$ cat src/rtl/md_issue_ctrl.sv
// md_issue_ctrl: E-stage mult/div issue gate for MultDivUnit, with a predicted-busy
// countdown, D-stage stall generation and a sticky MDU busy mismatch flag.
module md_issue_ctrl #(
  parameter int MULT_CYCLES = 5,
  parameter int DIV_CYCLES  = 10
) (
  input  logic       clk,
  input  logic       reset,
  input  logic       e_valid,
  input  logic [2:0] e_md_op,
  input  logic       e_flush,
  input  logic       d_md_use,
  input  logic       mdu_busy,
  output logic       mdu_start,
  output logic [2:0] mdu_op,
  output logic       stall_d,
  output logic [3:0] remain,
  output logic       mdu_err
);
  typedef enum logic [1:0] {IDLE, MUL, DIV} state_t;
  state_t     r_state, w_next;
  logic [3:0] r_remain, w_remain_nxt;
  logic       r_err;
  logic       w_live, w_is_md, w_pb, w_bypass;
  assign w_live   = e_valid & ~e_flush & reset;
  assign w_is_md  = w_live & ~e_md_op[2];
  assign w_pb     = r_state != IDLE;
  // an md-class op reaching E while busy means the D stall was bypassed
  assign w_bypass = w_live & w_pb & (e_md_op <= 3'b101);
  assign mdu_start = w_is_md & ~w_pb;
  assign mdu_op    = (w_live & ~w_pb) ? e_md_op : 3'b110;
  assign stall_d   = reset & d_md_use & (mdu_start | w_pb);
  assign remain    = r_remain;
  assign mdu_err   = r_err;
  always_comb begin
    w_next       = r_state;
    w_remain_nxt = r_remain;
    if (mdu_start) begin
      w_next       = e_md_op[1] ? DIV : MUL;
      w_remain_nxt = e_md_op[1] ? 4'(DIV_CYCLES) : 4'(MULT_CYCLES);
    end else if (w_pb) begin
      w_next       = (r_remain == 4'd1) ? IDLE : r_state;
      w_remain_nxt = r_remain - 4'd1;
    end
  end
  always_ff @(posedge clk) begin
    if (!reset) begin
      r_state  <= IDLE;
      r_remain <= 4'd0;
      r_err    <= 1'b0;
    end else begin
      r_state  <= w_next;
      r_remain <= w_remain_nxt;
      r_err    <= r_err | (w_pb != mdu_busy) | w_bypass;
    end
  end
endmodule

$ cat config.mk
export PLATFORM = sky130hd
export DESIGN_NAME = md_issue_ctrl
export DESIGN_NICKNAME = d
export VERILOG_FILES = /design/src/rtl/md_issue_ctrl.sv
export SDC_FILE = /design/constraint.sdc
export NUM_CORES = 1
export LEC_CHECK = 0
export ABC_AREA = 1
export BUFFER_PORTS_ARGS = -buffer_cell sky130_fd_sc_hd__buf_2
export CAP_MARGIN = 20
export CELL_PAD_IN_SITES_DETAIL_PLACEMENT = 1
export CELL_PAD_IN_SITES_GLOBAL_PLACEMENT = 2
export CORE_UTILIZATION = 21
export DETAILED_ROUTE_END_ITERATION = 10
export PLACE_DENSITY = 0.78
export SLEW_MARGIN = 20
export SYNTH_ARGS = -nofsm -noshare
export SYNTH_HDL_FRONTEND = slang
export SYNTH_SLANG_ARGS = --single-unit
$ cat constraint.sdc
create_clock -name clk -period 0.9 [get_ports clk]
set_input_delay 0.18 -clock clk [delete_from_list [all_inputs] [get_ports clk]]
set_output_delay 0.18 -clock clk [all_outputs]
set_load 0.01 [all_outputs]
==> summary.txt, run 1 <==
Timing
  – Peak Freq: roughly 0.75 GHz
  – RSZ-0062 raised after global routing: yes
  – Final setup viols: 15
  – Fin. Hold Viols: 0
  – Final WS setup: -0.4377 ns
  – Pins Over Slew Limit: 0
  – Setup TNS: -3.981 ns
  – Worst-margin pin slew: 0.1736 ns
  – Period utilization: 148.6%
  – Relative slew slack: between 80% and 90%
  – Final Skew: approximately 0.0047 ns
  – Min Tclk post-route: roughly 1.3 ns

Yosys
  – Share of the synthesized area in the top cell type: about 28%
  – Syn. warnings: 0
  – Syn nets: 85
  – Mapped Area: 493.0 µm²
  – Syn avg cell area: approximately 6.7 µm²
  – Synth top area cells: dfxtp_1 (28%), nand2_1 (14%), inv_1 (8.4%), nor2_1 (6.9%), nand3_1 (6.1%)
  – Yosys reg bits: 7
  – Post-Synthesis Cells: 74
  – Synth unique cells: 21
  – Largest area contributor in the netlist: dfxtp_1
  – Sequential area share after synthesis: 28.43%

Worst setup path
  – Worst stage delay on the critical path: around 0.33 ns
  – CP required: 0.72 ns
  – Reg2reg setup slack: -0.40 ns
  – Worst R2R End: remain[2]$_SDFFE_PN0P_
  – CP delay by family, top: flip-flops
  – FF-to-FF path depth: 8
  – FF-to-FF Start: r_state[1]$_SDFFE_PN0P_
  – CP Cell Sequence: nor2_4 -> buf_4 -> and3_2 -> buf_2
  – CP arrival: ~1.2 ns
  – CP Max Fanout: 4
  – CP Launch Type: flip-flop
  – Slowest cell on crit path: dfxtp_2
  – Critical Setup Path Class: reg2out
  – Setup crit end kind: primary output
  – CP Buf/Inv Count: 2

Power and ir drop
  – Clk network pwr share: between 20% and 30%
  – Maximum vdd drop: 0.4917 mV
  – PwrDens: 1062 mW/mm²
  – Flop pwr share: 34.6%
  – Combinational Power Share: between 30% and 40%
  – NetSw: between 300 and 400 µW
  – Switch share: about a third
  – Internal: 683.1 µW
  – Static Leakage: 0.4661 nW

Die
  – Initial core utilization: between 20% and 30%
  – Core ar.: roughly 0.0022 mm²
  – IO Count: 19
  – Num rows: 17
  – Height of the die: about 50 µm
  – Die area: roughly 0.0025 mm²
  – Die W: slightly above 50 µm

Placement
  – Hpwl dp: around 1400 µm
  – Placed cells: approximately 140
  – GPL Wtd Cong: 0.8070
  – DP Worst Slack: -0.2772 ns
  – PortBufs: 18
  – Cell Area, Placed: roughly 760 µm²

Route
  – DRT Wirelength: 1869 µm
  – Drt initial violations: 2
  – Pre-antenna DRT Iters: 3
  – ANT nets after route: 0
  – Residual DRC: 0
  – Vias per cell: 4.299
  – Via count: approximately 630
  – WL per Instance: between 10 and 15 µm

Worst hold path
  – End of the worst hold path: remain[3]$_SDFFE_PN0P_
  – Worst hold path class: in2reg
  – Min-delay src: reset
  – Hold path cells: 3

Run
  – Max Cap Viol: 0

Clock network
  – CTS tree: yes
  – TritonCTS Buffers: 3
  – Clock Sinks: 7
  – Cts hold-fix bufs: 0
  – Worst-skew pair later-pin latency: around 0.25 ns
  – CTS Root Cell: clkbuf_4
  – CTS clk-pin slew, worst paths: approximately 0.060 ns
  – H-Tree Depth: 1
  – Maximum root-to-sink buffer count: 2

Layout
  – Layout cells sized above 1: between 60% and 70%
  – Finished Layout Cells: approximately 150
  – Fin nets: about 130
  – Layout area overhead: 92.13%
  – Antenna Diode Count: 0
  – Final instance area: approximately 950 µm²

Global routing
  – Vias in the first global route: 687
  – Initial antenna violation count: 0
  – Largest net degree at the start of global routing: 6
  – Grt ovf: 0
  – First-pass GRT wire length: around 3000 µm
  – Total global-route track usage: between 15 and 20%

Outcome
  – Status: finished, violations left
  – Failing checks: negative setup slack
-- cells by family (layout without fill, tap and decap cells) --
kind of cell	Yosys count	after routing	synth area share, %
compound gates	8	8	10.15
flops	7	7	28.43
xor+xnor	1	1	1.777
buf+inv	13	58	11.93
simple gates	43	43	42.64
fa+ha+maj	2	2	5.075
-- synthesized netlist by cell type --
| master | number |
|---|---|
| o21bai_1 | 1 |
| nor3_1 | 1 |
| o21ai_0 | 1 |
| a21oi_1 | 3 |
| inv_2 | 1 |
| dfxtp_1 | 7 |
| nand2_1 | 18 |
| nand4_1 | 1 |
| and3_2 | 1 |
| xor2_1 | 1 |
| ha_1 | 2 |
| a21oi_2 | 2 |
| or2_2 | 1 |
| nand3_4 | 1 |
| inv_1 | 11 |
| o21ai_1 | 1 |
| nor2_4 | 1 |
| nor2_1 | 9 |
| nand3_1 | 6 |
| nand2_2 | 4 |
| clkbuf_8 | 1 |
-- worst min-delay path: stages --
cell	delay, ns
buf_2	0.13
nand2_1	0.08
a21oi_2	0.03
-- cell type report --
class                      instances  area (µm²)
tap                               28       35.03
timing repair buffer              42       326.6
inverter                          12       50.05
fill                             277        1265
multi-input combinational         54       352.8
sequential                         7       156.4
clock buffer                       4       26.28
-- cells in the final DEF (no fill, tap or decap) --
cell,Yosys,layout
buf_4,0,19
nand2_1,18,14
buf_2,0,12
buf_6,0,11
inv_1,11,8
nand2_2,4,7
nand3_1,6,4
nor2_1,9,4
dfxtp_2,0,4
nor2_4,1,3
nor2_2,0,3
a21oi_2,2,3
clkbuf_4,0,3
dfxtp_4,0,3
inv_4,0,2
inv_2,1,2
a21oi_1,3,2
o21ai_1,1,2
nand3_2,0,2
nand3_4,1,1
nor3_2,0,1
and3_2,1,1
nand2_4,0,1
nand4_1,1,1
xor2_1,1,1
o21bai_1,1,1
or2_2,1,1
ha_1,2,1
ha_2,0,1
clkbuf_1,0,1
-- per-stage QoR --
stage | hold slack (ns) | util, % | power (mW)
after floorplan | 0.3062 | - | 0.5047
after global placement | 0.4731 | 34.16 | 0.6355
after detailed placement | 0.4777 | 34.16 | 0.6458
after CTS | 0.1974 | 40.33 | 1.005
after global routing | 0.1963 | 42.82 | 1.084
final | 0.2071 | 42.82 | 1.006
-- what timing repair did --
item	4_1_cts	5_1_grt
resized for setup	25	7
setup buffers	3	6
setup endpoints to repair	16	17
pin swaps	10	5
-- state kept, by name (all words and copies together) (netlist names) --
| register | count |
|---|---|
| remain | 4 |
| mdu_err | 1 |
| r_state | 2 |
-- metal layers --
layer	global-route usage (%)	up-vias	part of all wire [%]
met5	0	-	0
met4	6.944	0	0
met3	4.848	0	3.4
met2	30.67	11	55
met1	17.21	300	41
li1	-	321	-
-- power groups by stage --
stage | Sequential [mW] | Combinational (mW) | Clock (mW)
4_1_cts | 0.350 | 0.346 | 0.310
5_1_grt | 0.349 | 0.399 | 0.336
3_5_place_dp | 0.351 | 0.295 | 0
3_3_place_gp | 0.351 | 0.285 | 0
6_report | 0.348 | 0.367 | 0.291
2_1_floorplan | 0.360 | 0.144 | 0
-- how the worst max path moves through the flow --
stage                             endpoint               startpoint  slack, ns  cells after the start
finish                           mdu_op[0]  r_state[1]$_SDFFE_PN0P_      -0.44                      4
global route                     mdu_op[0]  r_state[1]$_SDFFE_PN0P_      -0.50                      4
CTS                              mdu_op[0]  r_state[1]$_SDFFE_PN0P_      -0.45                      4
detailed placement  remain[2]$_SDFFE_PN0P_  r_state[0]$_SDFFE_PN0P_      -0.28                      6
global placement                 mdu_start  r_state[0]$_SDFFE_PN0P_      -0.24                      5
floorplan                        mdu_op[1]  r_state[0]$_SDFFE_PN0P_      -0.15                      5
No activity file was read; power rests on OpenSTA's default activity.
==> inputs of run 2 (changes only) <==
--- a/config.mk
+++ b/config.mk
@@ -10,7 +10,9 @@
 export CAP_MARGIN = 20
 export CELL_PAD_IN_SITES_DETAIL_PLACEMENT = 1
 export CELL_PAD_IN_SITES_GLOBAL_PLACEMENT = 2
+export CORE_ASPECT_RATIO = 0.6
 export CORE_UTILIZATION = 21
+export CTS_CLUSTER_SIZE = 30
 export DETAILED_ROUTE_END_ITERATION = 10
 export PLACE_DENSITY = 0.78
 export SLEW_MARGIN = 20
==> summary.txt, run 2 (synthesis results as in run 1) <==
Route
  – DRT Wirelength: 1653 µm (-12%)
  – Pre-antenna DRT Iters: 6 (+3)
  – Vias per cell: 4.186 (-2.6%)
  – ANT nets after route: 0 (unchanged)
  – Residual DRC: 2 (+2)
  – Via count: 586 (-7.3%)
  – Drt initial violations: 10 (+8)
  – WL per Instance: 11.81 µm (-7.1%)

Layout
  – Antenna Diode Count: 0 (unchanged)
  – Seq. cell area: 152.6 µm² (-2.4%)
  – Fin nets: 122 (-6.9%)
  – Max FFs per register: 4 (unchanged)
  – Footprint of the multi-input gates: 360.3 µm² (+2.1%)
  – Commonest cells after routing, fill and taps aside: nand2_1 (15), buf_2 (12), buf_6 (11)
  – # fillers: 290 (+4.7%)
  – Commonest non-fill, non-tap cell in the layout: nand2_1
  – Util after Layout: 41.20% (-1.6 points)
  – Layout cells sized above 1: 60.91% (-6.3 points)
  – Layout area overhead: 83.50%

Power and ir drop
  – Maximum vdd drop: 0.4804 mV (-2.3%)
  – PwrDens: 1287 mW/mm² (+21%)
  – Total power draw: 1.164 mW (+16%)
  – Static Leakage: 0.4393 nW (-5.7%)

Timing
  – Final WS setup: -0.4349 ns (+0.002781 ns)
  – Setup TNS: -3.578 ns (+0.4030 ns)
  – Relative slew slack: 87.69% (-0.70 points)
  – Hold slack final: 0.2641 ns (+0.05707 ns)
  – Fin. Hold Viols: 0 (unchanged)
  – Final setup viols: 14 (-1)
  – Peak Freq: 0.7491 GHz (+0.21%)
  – Final Skew: 0.004055 ns (-0.0006793 ns)
  – Pins Over Slew Limit: 0 (unchanged)
  – RSZ-0062 raised after global routing: yes
  – Worst-margin pin slew: 0.1840 ns (+0.01033 ns)
  – Period utilization: 148.3% (-0.31 points)
  – Min Tclk post-route: 1.335 ns (-0.002781 ns)

Clock network
  – CTS tree: yes
  – H-Tree Depth: 1 (unchanged)
  – Worst-skew pair later-pin latency: 0.23 ns (-0.02 ns)
  – CTS Root Cell: clkbuf_8
  – Cts hold-fix bufs: 0 (unchanged)
  – TritonCTS Buffers: 3 (unchanged)
  – Clock Sinks: 7 (unchanged)
  – Maximum root-to-sink buffer count: 2 (unchanged)
  – CTS clk-pin slew, worst paths: 0.05 ns (about the same)

Global routing
  – Total global-route track usage: 15.41% (-1.2 points)
  – Vias in the first global route: 598 (-13%)
  – First-pass GRT wire length: 2780 µm (-8.4%)
  – Grt ovf: 0 (unchanged)
  – Initial antenna violation count: 0 (unchanged)
  – Largest net degree at the start of global routing: 7 (+1)

Placement
  – DP Worst Slack: -0.3044 ns (-0.02718 ns)
  – Hpwl dp: 1248 µm (-9.7%)
  – GPL Wtd Cong: 0.7654 (-5.2%)
  – PortBufs: 18 (unchanged)

Worst setup path
  – CP arrival: 1.15 ns (about the same)
  – Setup crit end kind: primary output
  – CP Launch Type: flip-flop
  – Critical Setup Path Class: reg2out
  – CP Max Fanout: 5 (+1)
  – CP required: 0.72 ns (about the same)

Worst hold path
  – Worst hold path class: in2reg

Die
  – Initial core utilization: 22.45% (+0.17 points)
  – Core ar.: 0.002196 mm² (-0.74%)
  – Die area: 0.002552 mm² (+0.25%)
  – Num rows: 13 (-4)
  – Height of the die: 39.53 µm (-22%)
  – IO Count: 19 (unchanged)
  – Die W: 64.55 µm (+28%)

Run
  – Max Cap Viol: 0 (unchanged)

Outcome
  – Failing checks: design-rule violations, negative setup slack
  – Status: finished, violations left
-- run 2: per-layer routing --
layer | GRT usage [%] | wire (µm)
met3 | 4.651 | 85
met1 | 19.36 | 767
met5 | 0 | 0
met4 | 5.000 | 0
met2 | 25.53 | 801
-- run 2: final cells by class --
cell class | count | share of cell area (%)
clock buffer | 4 | 4.979
inverter | 12 | 5.533
multi-input combinational | 54 | 39.83
sequential | 7 | 16.87
tap | 30 | 4.149
timing repair buffer | 33 | 28.63
-- run 2: per-stage QoR --
step	cells	instance area, µm²
floorplan	74	516.7
global placement	133	720.7
detailed placement	133	720.7
CTS	139	874.6
global route	140	904.6
finish	140	904.6
-- run 2: timing repair --
item / in CTS / in global routing
endpoints found under the setup margin: 16 / 15
pin swaps: 5 / 4
resized for setup: 22 / 6
hold endpoints to repair: 0 / 0
buffers inserted: 3 / 2
-- run 2: worst paths after layout --
path                           startpoint                 endpoint  slack (ns)  cells after the start
setup / recovery  r_state[1]$_SDFFE_PN0P_                  stall_d       -0.43                      6
hold / removal                 e_md_op[2]       mdu_err$_SDFF_PN0_        0.26                      4
setup reg to reg  r_state[1]$_SDFFE_PN0P_   remain[1]$_SDFFE_PN0P_       -0.29                      8
hold reg to reg   r_state[1]$_SDFFE_PN0P_  r_state[1]$_SDFFE_PN0P_        0.49                      2
-- run 2: critical path, stage by stage, from the launching register on --
cell	delay, ns
dfxtp_2	0.33
nor2_4	0.13
buf_4	0.15
nand2_2	0.08
inv_2	0.07
nor2_2	0.03
buf_2	0.13
-- run 2: power by group --
part | switching [mW] | internal [mW]
registers | 0.0147 | 0.332
clock network | 0.163 | 0.309
logic | 0.175 | 0.171
==> inputs of run 3 (changes only) <==
--- a/config.mk
+++ b/config.mk
@@ -15,6 +15,8 @@
 export CTS_CLUSTER_SIZE = 30
 export DETAILED_ROUTE_END_ITERATION = 10
 export PLACE_DENSITY = 0.78
+export REMOVE_ABC_BUFFERS = 1
+export SETUP_SLACK_MARGIN = 0.15
 export SLEW_MARGIN = 20
 export SYNTH_ARGS = -nofsm -noshare
 export SYNTH_HDL_FRONTEND = slang
==> summary.txt, run 3 (synthesis results as in run 1) <==
Worst setup path
  – FF-to-FF path depth: 6 (-2)
  – CP arrival: 1.11 ns (-0.04 ns)
  – Setup crit end kind: primary output
  – CP Launch Type: flip-flop
  – CP Cell Sequence: nor2_4 -> buf_6 -> and3_4 -> buf_6
  – WP depth: 4 (-2)
  – CP Max Fanout: 5 (unchanged)
  – Critical Setup Path Class: reg2out
  – CP Buf/Inv Count: 2 (-1)
  – Slowest cell on crit path: dfxtp_2
  – Worst stage delay on the critical path: 0.33 ns (about the same)
  – Most common cell type on the critical path: buf_6
  – CP delay by family, top: flip-flops
  – CP required: 0.72 ns (about the same)

Global routing
  – Met1 Usage GRT: 21.11% (+1.8 points)
  – Met3 usage: 6.977% (+2.3 points)
  – Initial antenna violation count: 0 (unchanged)
  – Grt ovf: 0 (unchanged)
  – Routing usage on met2: 27.89% (+2.4 points)
  – Vias in the first global route: 599 (+0.17%)
  – Total global-route track usage: 17.38% (+2.0 points)
  – First-pass GRT wire length: 3001 µm (+7.9%)
  – Gr busiest metal: met2
  – Largest net degree at the start of global routing: 7 (unchanged)

Layout
  – Layout area overhead: 92.13%
  – Antenna Diode Count: 0 (unchanged)
  – Layout cells sized above 1: 62.07% (+1.2 points)
  – Max FFs per register: 4 (unchanged)
  – Commonest non-fill, non-tap cell in the layout: nand2_1
  – Final instance area: 947.2 µm² (+4.7%)
  – Commonest cells after routing, fill and taps aside: nand2_1 (17), buf_4 (15), buf_6 (14)
  – Util after Layout: 43.13% (+1.9 points)
  – Fin nets: 128 (+4.9%)

Timing
  – Min Tclk post-route: 1.287 ns (-0.04746 ns)
  – Worst-margin pin slew: 0.2236 ns (+0.03967 ns)
  – Relative slew slack: 85.07% (-2.6 points)
  – Pins Over Slew Limit: 0 (unchanged)
  – Fin. Hold Viols: 0 (unchanged)
  – Setup TNS: -3.960 ns (-0.3819 ns)
  – Final WS setup: -0.3875 ns (+0.04746 ns)
  – Final Skew: 0.005361 ns (+0.001306 ns)
  – Hold slack final: 0.2812 ns (+0.01703 ns)
  – Final setup viols: 14 (unchanged)
  – RSZ-0062 raised after global routing: yes
  – Period utilization: 143.1% (-5.3 points)
  – Peak Freq: 0.7767 GHz (+3.7%)

Die
  – Die W: 64.55 µm (unchanged)
  – IO Count: 19 (unchanged)
  – Die area: 0.002552 mm² (unchanged)
  – Height of the die: 39.53 µm (unchanged)
  – Num rows: 13 (unchanged)
  – Core ar.: 0.002196 mm² (unchanged)
  – Initial core utilization: 22.45% (unchanged)

Route
  – Drt initial violations: 7 (-3)
  – Via count: 615 (+4.9%)
  – DRT Wirelength: 2028 µm (+23%)
  – Pre-antenna DRT Iters: 4 (-2)
  – WL per Instance: 13.89 µm (+18%)
  – Vias per cell: 4.212 (+0.64%)
  – ANT nets after route: 0 (unchanged)
  – Residual DRC: 0 (-2)

Placement
  – Hpwl dp: 1349 µm (+8.1%)
  – GPL Wtd Cong: 0.8457 (+10%)
  – Cell Area, Placed: 689.4 µm² (-4.3%)
  – PortBufs: 18 (unchanged)

Clock network
  – Clock Sinks: 7 (unchanged)
  – CTS clk-pin slew, worst paths: 0.05 ns (about the same)
  – CTS tree: yes
  – TritonCTS Buffers: 3 (unchanged)
  – Worst-skew pair later-pin latency: 0.24 ns (about the same)
  – CTS Root Cell: clkbuf_8
  – H-Tree Depth: 1 (unchanged)
  – Maximum root-to-sink buffer count: 2 (unchanged)

Power and ir drop
  – Static Leakage: 0.4685 nW (+6.6%)
  – PwrDens: 1266 mW/mm² (-1.6%)
  – Maximum vdd drop: 0.6276 mV (+31%)
  – Total power draw: 1.199 mW (+3.0%)

Worst hold path
  – Hold path cells: 4 (unchanged)
  – Worst hold path class: in2reg

Run
  – Max Cap Viol: 0 (unchanged)

Outcome
  – Status: finished, violations left
  – Failing checks: negative setup slack
==> run 3: path summary, 6_finish.rpt <==
| check | start | end | slack, ns |
|---|---|---|---|
| worst min-delay path | e_md_op[2] | mdu_err$_SDFF_PN0_ | 0.28 |
| worst min register to register | r_state[0]$_SDFFE_PN0P_ | r_state[0]$_SDFFE_PN0P_ | 0.51 |
| worst max register to register | r_state[0]$_SDFFE_PN0P_ | remain[0]$_SDFFE_PN0P_ | -0.32 |
| worst max-delay path | r_state[0]$_SDFFE_PN0P_ | mdu_op[0] | -0.39 |
==> run 3: metrics by stage <==
step	setup WS, ns	cells
global placement	-0.2190	132
detailed placement	-0.2776	132
finish	-0.3875	146
CTS	-0.3908	141
floorplan	-0.4428	73
global route	-0.4292	146
==> run 3: worst min-delay path: stages <==
cell and delay, ns:
buf_2 0.09, a21oi_1 0.06, nor2_2 0.10, nor2_1 0.05
==> run 3: timing repair <==
action,in CTS,in global routing
setup endpoints to repair,17,17
hold buffers,0,0
pin swaps,11,3
resized for setup,34,6
buffers inserted,5,5
==> run 3: report_power, final <==
part / switching, mW / internal (mW) / total (mW)
clock network: 0.171 / 0.310 / 0.481
registers: 0.0188 / 0.334 / 0.353
logic: 0.179 / 0.187 / 0.366
total: 0.369 / 0.830 / 1.20
==> run 3: final cells by class <==
cell class                 count  area [µm²]
fill                         281        1249
multi-input combinational     54       347.8
timing repair buffer          39       320.3
sequential                     7       151.4
clock buffer                   4       45.04
inverter                      12       45.04
tap                           30       37.54
==> run 3: per-layer routing <==
metal | vias up | wire [µm]
met5 | - | 0
met4 | 0 | 19
met3 | 4 | 104
met2 | 15 | 920
met1 | 283 | 984
li1 | 313 | -
